## config.mk

```make
export PLATFORM = sky130hd
export DESIGN_NAME = read_iq
export DESIGN_NICKNAME = d
export VERILOG_FILES = /design/src/rtl/read_iq_pkg.sv /design/src/rtl/read_iq.sv
export SDC_FILE = /design/constraint.sdc
export NUM_CORES = 1
export LEC_CHECK = 0
export ABC_AREA = 1
export BUFFER_PORTS_ARGS = -buffer_cell sky130_fd_sc_hd__buf_2
export CAP_MARGIN = 10
export CORE_MARGIN = 2
export CORE_UTILIZATION = 37
export DETAILED_ROUTE_END_ITERATION = 10
export PLACE_DENSITY = 0.58
export SLEW_MARGIN = 20
export SYNTH_ARGS = -nofsm -noshare
export SYNTH_HDL_FRONTEND = slang
export SYNTH_SLANG_ARGS = --single-unit
```

## constraint.sdc

```tcl
create_clock -name clock -period 1.2 [get_ports clock]
set_clock_uncertainty 0.05 [all_clocks]
set_input_delay 0.24 -clock clock [delete_from_list [all_inputs] [get_ports clock]]
set_output_delay 0.24 -clock clock [all_outputs]
set_load 0.1 [all_outputs]
```

## src/rtl/read_iq_pkg.sv

```systemverilog
// Shared globals for the IQ sample path.
// DATA_SIZE : width of a quantized sample word written to the I/Q FIFOs.
// BITS      : default left-shift applied to each raw 16-bit sample.
// QUANTIZE  : sign-extends a raw 16-bit sample to DATA_SIZE and shifts it left.
package read_iq_pkg;

  localparam int unsigned DATA_SIZE = 32;
  localparam int unsigned BITS      = 10;

  // No rounding or saturation: bits shifted past the MSB are dropped.
  function automatic logic [DATA_SIZE-1:0] QUANTIZE(input logic [15:0]   sample,
                                                    input int unsigned   shift);
    logic [DATA_SIZE-1:0] ext;
    ext = {{(DATA_SIZE-16){sample[15]}}, sample};
    return ext << shift;
  endfunction

endpackage

```

## src/rtl/read_iq.sv

```systemverilog
// read_iq: unpacks a byte stream (I lo, I hi, Q lo, Q hi) from a FWFT byte FIFO
// into quantized I/Q samples and writes them as a pair to two output FIFOs.
// Ports:
//   clock, reset               : rising-edge clock, synchronous active-high reset
//   in_dout, in_empty          : head byte / empty flag of the upstream FIFO
//   in_rd_en                   : pops the head byte in the cycle it is high
//   i_out_din/full/wr_en       : real (in-phase) output FIFO interface
//   q_out_din/full/wr_en       : imag (quadrature) output FIFO interface
module read_iq
  import read_iq_pkg::*;
#(
  parameter int unsigned QUANT_BITS = BITS
) (
  input  logic                 clock,
  input  logic                 reset,
  input  logic [7:0]           in_dout,
  input  logic                 in_empty,
  output logic                 in_rd_en,
  output logic [DATA_SIZE-1:0] i_out_din,
  input  logic                 i_out_full,
  output logic                 i_out_wr_en,
  output logic [DATA_SIZE-1:0] q_out_din,
  input  logic                 q_out_full,
  output logic                 q_out_wr_en
);

  typedef enum logic {
    S_READ  = 1'b0,
    S_WRITE = 1'b1
  } state_t;

  state_t          state, state_next;
  logic [1:0]      byte_cnt;
  logic [3:0][7:0] bytes_q;

  always_ff @(posedge clock) begin
    if (reset) begin
      state     <= S_READ;
      byte_cnt  <= '0;
      bytes_q   <= '0;
      i_out_din <= '0;
      q_out_din <= '0;
    end else begin
      state <= state_next;
      if (in_rd_en) begin
        bytes_q[byte_cnt] <= in_dout;
        byte_cnt          <= byte_cnt + 2'd1;
        // Byte 3 is still on in_dout, so the pair is built from the stored
        // slots plus the live head byte; outputs are ready on S_WRITE entry.
        if (byte_cnt == 2'd3) begin
          i_out_din <= QUANTIZE({bytes_q[1], bytes_q[0]}, QUANT_BITS);
          q_out_din <= QUANTIZE({in_dout, bytes_q[2]}, QUANT_BITS);
        end
      end
    end
  end

  always_comb begin
    state_next  = state;
    in_rd_en    = 1'b0;
    i_out_wr_en = 1'b0;
    q_out_wr_en = 1'b0;
    // Strobes are gated by reset so nothing is popped or written while held.
    if (!reset) begin
      case (state)
        S_READ: begin
          if (!in_empty) begin
            in_rd_en = 1'b1;
            if (byte_cnt == 2'd3) state_next = S_WRITE;
          end
        end
        S_WRITE: begin
          if (!i_out_full && !q_out_full) begin
            i_out_wr_en = 1'b1;
            q_out_wr_en = 1'b1;
            state_next  = S_READ;
          end
        end
        default: state_next = S_READ;
      endcase
    end
  end

endmodule

```

==> results of run 1 <==
cell usage in the layout (no fill, tap or decap):
cell type	instances
sky130_fd_sc_hd__buf_12	56
sky130_fd_sc_hd__buf_16	6
sky130_fd_sc_hd__buf_2	12
sky130_fd_sc_hd__buf_4	15
sky130_fd_sc_hd__buf_6	10
sky130_fd_sc_hd__buf_8	3
sky130_fd_sc_hd__clkbuf_16	2
sky130_fd_sc_hd__clkbuf_8	14
sky130_fd_sc_hd__clkinv_2	1
sky130_fd_sc_hd__conb_1	20
sky130_fd_sc_hd__dfxtp_1	25
sky130_fd_sc_hd__dfxtp_2	29
sky130_fd_sc_hd__dfxtp_4	5
sky130_fd_sc_hd__ha_1	1
sky130_fd_sc_hd__ha_2	1
sky130_fd_sc_hd__ha_4	2
sky130_fd_sc_hd__inv_1	110
sky130_fd_sc_hd__inv_12	1
sky130_fd_sc_hd__inv_2	13
sky130_fd_sc_hd__nand2_1	93
sky130_fd_sc_hd__nand2_2	12
sky130_fd_sc_hd__nand2_4	10
sky130_fd_sc_hd__nand3_4	4
sky130_fd_sc_hd__nand4_1	56
sky130_fd_sc_hd__nor2_1	56
sky130_fd_sc_hd__nor2_2	1
sky130_fd_sc_hd__nor2_4	1
sky130_fd_sc_hd__nor3_4	2
sky130_fd_sc_hd__o21ai_0	4
sequential cells by signal, summed over array words and instances (netlist names):
name	flops
byte_cnt	2
bytes_q	24
i_out_din	16
q_out_din	16
state	1
where the power goes:
| group | internal [uW] | switching (uW) |
|---|---|---|
| registers | 2010 | 30.9 |
| logic | 360 | 772 |
| clock network | 1020 | 784 |
| total | 3380 | 1590 |
worst max-delay path, stage by stage, from the launching register on:
cell and delay, ns:
sky130_fd_sc_hd__dfxtp_4 0.37, sky130_fd_sc_hd__nand2_4 0.05, sky130_fd_sc_hd__nor3_4 0.22, sky130_fd_sc_hd__buf_12 0.21
stage by stage:
| stage | setup slack, ns | util [%] | instances | power [uW] | cell area, sq um |
|---|---|---|---|---|---|
| after global placement | -0.176 | 51.7 | 631 | 2990 | 4290 |
| final | -0.296 | 61.5 | 670 | 4970 | 5100 |
| after global routing | -0.362 | 61.5 | 670 | 5160 | 5100 |
| after floorplan | -0.638 | - | 507 | 2850 | 3390 |
| after CTS | -0.310 | 59.6 | 666 | 4940 | 4950 |
| after detailed placement | -0.221 | 51.7 | 631 | 3000 | 4290 |
cell type report:
type | instances | share of cell area [%]
Inverter | 124 | 9.37
Sequential cell | 59 | 24.2
Clock inverter | 1 | 0.0981
Multi-Input combinational cell | 263 | 27.3
Timing Repair Buffer | 104 | 32.7
Clock buffer | 14 | 3.78
Tap cell | 105 | 2.58
final timing paths:
kind                    from          end  slack, ns  depth (start not counted)
hold / removal    q_out_full        state       0.15                          3
setup reg to reg       state  bytes_q[11]      -0.28                          9
setup / recovery       state  i_out_wr_en      -0.30                          3
hold reg to reg   bytes_q[7]   bytes_q[7]       0.47                          4
routing by layer:
layer,vias up,track usage (%)
met2,118,27.8
met1,1342,22.2
met3,25,4.41
met4,0,8.56
li1,1541,-
met5,-,0
what timing repair did:
action,in CTS,in global routing
pin swaps,15,28
endpoints found under the setup margin,73,77
cloned,8,2
buffers inserted,12,5
gates resized for setup,30,52
cells by family after synthesis:
kind of cell	synth area share (%)
flip-flops	37.1
AO/OA/AOI/OAI	0.629
AND/OR/NAND/NOR	33.0
buffers and inverters	27.6
other	0.118
adder cells (fa/ha/maj)	1.57
==> summary.md, run 1 <==
| Metric | Value |
|---|---|
| Status | `finished, violations left` |
| Violations in the final reports | `setup timing` |
| Fillers | `693` |
| Final max-slew violation count | `0` |
| RePlAce Congestion | `0.848` |
| Area growth, synth to finish | `60.2%` |
| Core Box Area | `8300 sq um` |
| Fraction of synthesis flops using an asynchronous set or reset pin | `0%` |
| Total routed wirelength | `8350 um` |
| Mapped Cells | `488` |
| Final layout net count | `578` |
| Initial drt markers | `299` |
| Die footprint | `9360 sq um` |
| Total length of routed met3 wires | `about 530 um` |
| Worst hold path type | `input port to flop` |
| Seq. cell area | `1240 sq um` |
| Max Freq | `0.668 GHz` |
| Type of element capturing the critical path | `output pin` |
| Worst hold slack | `0.152 ns` |
| Post-layout min period | `1.50 ns` |
| Largest fanout on the critical path | `3` |
| Prevailing post-synth register cell | `sky130_fd_sc_hd__dfxtp_1` |
| Static leakage power | `around 0.0024 uW` |
| Max cap viols | `0` |
| Kind of start point of the critical path | `flop` |
| Vias in the first global route | `roughly 2.8k` |
| Buffers on Ports | `59` |
| Power per cell area | `975 nW/um^2` |
| Number of sinks on the clock net | `59` |
| Count of flip-flops with a built-in enable after synthesis | `0` |
| Cell types occupying the most area after synthesis | `sky130_fd_sc_hd__dfxtp_1 37%, sky130_fd_sc_hd__inv_1 14%, sky130_fd_sc_hd__nand2_1 14%` |
| Data required, critical path | `0.91 ns` |
| Remaining antenna violation count | `0` |
| Final Hold Viols | `0` |
| Post-synthesis cell area | `3180 sq um` |
| Width of the die | `96.8 um` |
| Share of final-layout standard cells stronger than drive strength 1 | `35.4%` |
| Routed length on met2 | `4040 um` |
| Top Metal Used | `met4` |
| Ys Warns | `0` |
| Pin count of the biggest net entering global routing | `32` |
| Most instantiated cells after synthesis | `123 x sky130_fd_sc_hd__inv_1, 115 x sky130_fd_sc_hd__nand2_1, 59 x sky130_fd_sc_hd__dfxtp_1` |
| Starting utilization of the core area | `38.4%` |
| Global-route wire length before repair | `about 13000 um` |
| Detailed-route DRC error count | `0` |
| All-Layer GR Usage | `17.5%` |
| Number of buffers created by CTS | `9` |
| Clock buffer depth | `2` |
| # setup viols final | `74` |
| Smallest setup slack after layout | `-0.296 ns` |
| Share of the clock period used by the worst path | `125%` |
| CTS tree | `yes` |
| Hold bufs inserted after CTS | `0` |
| Number of H-tree levels | `3` |
| Drt first pass iters | `5` |
| Largest voltage drop on the vdd net | `619 uV` |
| Gr ovfl total | `0` |
| Clock network latency to the later pin of the worst-skew pair | `0.34 ns` |
| Drt via density | `4.52` |
| Post-DP HPWL | `roughly 4900 um` |
| Top Ports | `80` |
| Leading cell type by number of instances after synthesis | `sky130_fd_sc_hd__inv_1` |
| Setup TNS Final | `-15.35 ns` |
| WS Path Type | `flop to output pin` |
| Setup repair after global routing missed its margin | `true` |
| FF+latch count, synth | `59` |
| Via count | `3026` |
| Number of placement rows | `33` |
| Die boundary height | `slightly below 100 um` |
| Post-synthesis cell type with the largest combined area | `sky130_fd_sc_hd__dfxtp_1` |
| Footprint of the multi-input gates | `between 1000 and 1500 sq um` |
| Root buffer selected by CTS | `sky130_fd_sc_hd__clkbuf_8` |
| Wire per inst | `12.5 um` |
| Number of antenna diodes | `0` |
| Crit path DAT | `1.21 ns` |
| DRT met1 WL | `3570 um` |
| Initial antenna violation count | `0` |
| Share of the yosys chip area belonging to registers | `a little under two fifths` |
| Post-Syn Area per Cell | `approximately 6.5 sq um` |
| Clock slew at the register clock pins of the worst setup and hold paths | `0.07 ns` |
| Yosys cell types | `18` |
| Top cell type's share of synthesized area | `37.1%` |
(Power assumes the default switching activity.)
==> run 2: changes to the inputs <==
--- a/config.mk
+++ b/config.mk
@@ -9,9 +9,9 @@
 export BUFFER_PORTS_ARGS = -buffer_cell sky130_fd_sc_hd__buf_2
 export CAP_MARGIN = 10
 export CORE_MARGIN = 2
-export CORE_UTILIZATION = 37
+export CORE_UTILIZATION = 53
 export DETAILED_ROUTE_END_ITERATION = 10
-export PLACE_DENSITY = 0.58
+export PLACE_DENSITY = 0.77
 export SLEW_MARGIN = 20
 export SYNTH_ARGS = -nofsm -noshare
 export SYNTH_HDL_FRONTEND = slang
==> constraint.sdc (replaced) <==
create_clock -name clock -period 1.65 [get_ports clock]
set_clock_uncertainty 0.05 [all_clocks]
set_input_delay 0.33 -clock clock [delete_from_list [all_inputs] [get_ports clock]]
set_output_delay 0.33 -clock clock [all_outputs]
set_load 0.1 [all_outputs]
==> summary.md, run 2 (synthesized netlist as in run 1, its figures left out) <==
| Metric | Value |
|---|---|
| Status | `completed` |
| Max Freq | `0.619 GHz` |
| Hold bufs inserted after CTS | `0` |
| Max FFs per register | `24` |
| Width of the die | `81.5 um` |
| Regs by FF count | `bytes_q: 24 flops, i_out_din: 16 flops, q_out_din: 16 flops` |
| Number of placement rows | `28` |
| Share of the clock period used by the worst path | `97.9%` |
| Power per cell area | `932 nW/um^2` |
| Die footprint | `6640 sq um` |
| Worst hold slack | `between 0.2 and 0.3 ns` |
| Type of element capturing the critical path | `output pin` |
| Number of antenna diodes | `0` |
| Area growth, synth to finish | `13.0%` |
| Vias in the first global route | `between 2k and 3k` |
| Most common cell after layout, fill and taps aside | `sky130_fd_sc_hd__inv_1` |
| Root buffer selected by CTS | `sky130_fd_sc_hd__clkbuf_8` |
| Via count | `2735` |
| Final max-slew violation count | `0` |
| Drt first pass iters | `4` |
| Initial antenna violation count | `0` |
| Data required, critical path | `1.27 ns` |
| WS Path Type | `flop to output pin` |
| Share of final-layout standard cells stronger than drive strength 1 | `between 15 and 20%` |
| Die boundary height | `81.5 um` |
| Drt via density | `4.52` |
| Crit path DAT | `1.24 ns` |
| Worst Max-Slew Pin Slew | `0.537 ns` |
| Number of stages on the worst hold path | `3` |
| Number of sinks on the clock net | `59` |
| Kind of start point of the critical path | `flop` |
| Buffers inserted during post-CTS setup optimization | `0` |
| Number of H-tree levels | `3` |
| Clock network latency to the later pin of the worst-skew pair | `around 0.34 ns` |
| Largest reg by FF count | `bytes_q` |
| Clock buffer depth | `2` |
| Wire per inst | `roughly 10 um` |
| Remaining antenna violation count | `0` |
| Core Box Area | `5850 sq um` |
| Static leakage power | `0.00195 uW` |
| Clock slew at the register clock pins of the worst setup and hold paths | `0.06 ns` |
| Final Hold Viols | `0` |
| Setup repair after global routing missed its margin | `true` |
| Starting utilization of the core area | `54.4%` |
| Setup TNS Final | `0 ns` |
| Detailed-route DRC error count | `0` |
| Top Ports | `80` |
| Highest-count cells in the layout ignoring fill and taps | `122 x sky130_fd_sc_hd__inv_1, 114 x sky130_fd_sc_hd__nand2_1, 57 x sky130_fd_sc_hd__nor2_1` |
| # setup viols final | `0` |
| All-Layer GR Usage | `21.2%` |
| RePlAce Congestion | `0.807` |
| Pin count of the biggest net entering global routing | `57` |
| Worst hold path type | `input port to flop` |
| Largest fanout on the critical path | `4` |
| Number of buffers created by CTS | `9` |
| CTS tree | `yes` |
| Gr ovfl total | `0` |
| Initial drt markers | `approximately 110` |
| Total routed wirelength | `approximately 6000 um` |
| Post-DP HPWL | `4170 um` |
| Global-route wire length before repair | `10900 um` |
| Buffers on Ports | `slightly below 60` |
| Post-layout min period | `1.62 ns` |
| Worst-case headroom to the max-slew limit | `between 60% and 70%` |
| Largest voltage drop on the vdd net | `438 uV` |
| Max cap viols | `0` |
| Final layout net count | `542` |
| R2R cell count | `5` |
run 2: cell count changes in the layout (fill, tap and decap cells not counted), moves of 9 or more:
cell,before,now
sky130_fd_sc_hd__buf_12,56,3
sky130_fd_sc_hd__buf_2,12,56
sky130_fd_sc_hd__dfxtp_1,25,56
sky130_fd_sc_hd__dfxtp_2,29,2
sky130_fd_sc_hd__nand2_1,93,114
sky130_fd_sc_hd__inv_1,110,122
sky130_fd_sc_hd__inv_2,13,1
sky130_fd_sc_hd__nand2_2,12,0
sky130_fd_sc_hd__buf_6,10,0
sky130_fd_sc_hd__nand2_4,10,1
run 2: what timing repair did:
action                                  in CTS  in global routing
pin swaps                                    1                  0
resized for setup                            1                  5
endpoints found under the setup margin       3                 26
hold endpoints to repair                     0                  0
run 2: worst paths after layout:
path	endpoint	slack [ns]	startpoint
setup / recovery	i_out_wr_en	0.03	state
hold / removal	state	0.25	q_out_full
setup reg to reg	i_out_din[21]	0.22	state
hold reg to reg	i_out_din[11]	0.45	i_out_din[11]
run 2: per-stage QoR:
step	total power (uW)	cells	cell area, sq um	setup slack, ns	util [%]
after floorplan	2070	507	3320	-0.369	-
after global placement	2100	589	3380	0.156	57.8
after detailed placement	2110	589	3380	0.0653	57.8
after CTS	3370	605	3570	-0.00434	61.1
after global routing	3480	605	3600	-0.00654	61.5
final	3350	605	3600	0.0348	61.5
run 2: routing by layer:
metal,vias to the layer above,global-route usage (%),wire (um)
met5,-,0,0
met4,0,9.32,90
met3,10,5.05,395
met2,74,35.8,2890
met1,1190,25.5,2800
li1,1461,-,-
run 2: power breakdown:
| group | switching [uW] | internal (uW) |
|---|---|---|
| Sequential | 14.0 | 1460 |
| Clock | 556 | 709 |
| Combinational | 499 | 112 |
| Total | 1070 | 2280 |
run 2: final cells by class:
| type | instances | area, sq um |
|---|---|---|
| Clock buffer | 15 | 186 |
| Clock inverter | 1 | 5.00 |
| Timing Repair Buffer | 68 | 408 |
| Tap cell | 75 | 93.8 |
| Multi-Input combinational cell | 263 | 1240 |
| Sequential cell | 59 | 1190 |
| Inverter | 124 | 478 |
| Fill cell | 568 | 2250 |
run 2: worst max-delay path, cell delays in order (launching register included):
cell,delay (ns)
sky130_fd_sc_hd__dfxtp_4,0.40
sky130_fd_sc_hd__nand2_4,0.06
sky130_fd_sc_hd__nor3_4,0.21
sky130_fd_sc_hd__buf_12,0.21
==> run 3: changes to the inputs <==
--- a/config.mk
+++ b/config.mk
@@ -8,7 +8,6 @@
 export ABC_AREA = 1
 export BUFFER_PORTS_ARGS = -buffer_cell sky130_fd_sc_hd__buf_2
 export CAP_MARGIN = 10
-export CORE_MARGIN = 2
 export CORE_UTILIZATION = 53
 export DETAILED_ROUTE_END_ITERATION = 10
 export PLACE_DENSITY = 0.77
==> summary.md, run 3 (synthesized netlist as in run 1, its figures left out) <==
| Metric | Value |
|---|---|
| Status | `completed` |
| Final Hold Viols | `0` |
| Clock buffer depth | `2` |
| Starting utilization of the core area | `56.4%` |
| Largest reg by FF count | `bytes_q` |
| Total routed wirelength | `around 6000 um` |
| Root buffer selected by CTS | `sky130_fd_sc_hd__clkbuf_8` |
| Combined buffer and inverter count along the critical path | `1` |
| Number of H-tree levels | `3` |
| Largest voltage drop on the vdd net | `roughly 720 uV` |
| Most common cell after layout, fill and taps aside | `sky130_fd_sc_hd__inv_1` |
| Post-DP HPWL | `between 4000 and 5000 um` |
| Static leakage power | `0.00197 uW` |
| Number of sinks on the clock net | `59` |
| Highest-count cells in the layout ignoring fill and taps | `122 x sky130_fd_sc_hd__inv_1, 114 x sky130_fd_sc_hd__nand2_1, 57 x sky130_fd_sc_hd__nor2_1` |
| Share of the clock period used by the worst path | `97.9%` |
| Largest fanout on the critical path | `4` |
| Initial drt markers | `127` |
| Number of buffers created by CTS | `9` |
| Cell area reported after detailed placement | `roughly 3400 sq um` |
| Top Ports | `80` |
| End-of-flow core utilization | `64.5%` |
| Number of placement rows | `27` |
| Kind of cell with the highest combined delay on the critical path | `flip-flops` |
| Hold bufs inserted after CTS | `0` |
| Width of the die | `about 80 um` |
| Buffers on Ports | `59` |
| Maximum cell stage delay along the critical path | `0.40 ns` |
| Clock slew at the register clock pins of the worst setup and hold paths | `approximately 0.060 ns` |
| Max cap viols | `0` |
| Setup repair after global routing missed its margin | `true` |
| All-Layer GR Usage | `roughly 21%` |
| Met1 demand-to-capacity share in global routing | `25.4%` |
| Clock network latency to the later pin of the worst-skew pair | `0.33 ns` |
| CTS tree | `yes` |
| RePlAce Congestion | `0.800` |
| # setup viols final | `0` |
| Area growth, synth to finish | `14.3%` |
| Global-route wire length before repair | `10200 um` |
| Max FFs per register | `24` |
| Slowest cell on the critical path | `sky130_fd_sc_hd__dfxtp_4` |
| Die footprint | `6320 sq um` |
| Share of final-layout standard cells stronger than drive strength 1 | `18.5%` |
| Detailed-route DRC error count | `0` |
| Worst Max-Slew Pin Slew | `0.538 ns` |
| Power per cell area | `942 nW/um^2` |
| CP cell instances | `nand2_4 -> nor3_4 -> buf_12` |
| Kind of start point of the critical path | `flop` |
| Final max-slew violation count | `0` |
| WS Path Type | `flop to output pin` |
| Summed area of non-filler cells in the final layout | `about 3600 sq um` |
| Drt via density | `4.55` |
| Wire per inst | `roughly 10 um` |
| Data required, critical path | `1.27 ns` |
| Regs by FF count | `bytes_q: 24 flops, i_out_din: 16 flops, q_out_din: 16 flops` |
| Met2 track demand over resource | `approximately a third` |
| Initial antenna violation count | `0` |
| Worst-case headroom to the max-slew limit | `64.1%` |
| Die boundary height | `~80 um` |
| Type of element capturing the critical path | `output pin` |
| Pin count of the biggest net entering global routing | `a little under 60` |
| Drt first pass iters | `4` |
| Number of antenna diodes | `0` |
| Remaining antenna violation count | `0` |
| Via count | `2741` |
| Met3 track utilization from global routing | `under 10%` |
| Max Freq | `0.619 GHz` |
| Vias in the first global route | `2329` |
| Worst hold path type | `input port to flop` |
| Core Box Area | `~5600 sq um` |
| Gr ovfl total | `0` |
| Final layout net count | `545` |
| Post-layout min period | `1.62 ns` |
| Crit path DAT | `1.24 ns` |
| Most Used Layer, Global Route | `met2` |
==> run 3: changes by cell type in the layout (fill, tap and decap cells not counted), sizes merged <==
cell / change
bufinv: +1
clkbuf: -3
buf: +3
==> run 3: worst min-delay path: stages <==
cell and delay, ns:
sky130_fd_sc_hd__buf_2 0.12, sky130_fd_sc_hd__nor2_1 0.07, sky130_fd_sc_hd__o21ai_0 0.09
==> run 3: area by class of cell <==
class                      instances  area (sq um)
clock inverter                     2          35.0
inverter                         124           478
fill                             542          2000
sequential                        59          1190
tap                               72          90.1
multi-input combinational        263          1240
timing repair buffer              71           443
clock buffer                      12           165
==> run 3: path summary, 6_finish.rpt <==
kind                                 endpoint  slack (ns)  cells past startpoint          start
worst max register to register    bytes_q[19]        0.19                      6    byte_cnt[0]
worst min-delay path                    state        0.27                      3     q_out_full
worst min register to register  i_out_din[11]        0.46                      4  i_out_din[11]
worst max-delay path              q_out_wr_en        0.03                      3          state
==> run 3: metal layers <==
metal  vias to the layer above  wire, um
met5                         -         0
met4                         0        70
met3                         7       303
met2                        79      2840
met1                      1180      2830
li1                       1475         -
==> run 3: stage by stage <==
stage	hold slack [ns]	instances	power, uW	setup WS (ns)	TNS [ns]
after floorplan	0.442	507	2070	-0.369	-1.41
after global placement	0.445	588	2110	0.0914	0
after detailed placement	0.448	588	2120	0.0341	0
after CTS	0.237	602	3460	-0.00247	-0.00247
after global routing	0.287	603	3570	-0.0341	-0.0662
final	0.272	603	3430	0.0340	0
==> run 3: what timing repair did <==
action,in CTS,in global routing
cloned,0,0
resized for setup,1,5
endpoints found under the setup margin,3,15
pin swaps,1,0
buffers inserted,0,1
==> run 3: power by group <==
group	switching (uW)	internal, uW	leakage [uW]
logic	500	116	0.00139
registers	14.0	1460	0.000480
clock network	534	802	0.000104
total	1050	2380	0.00197
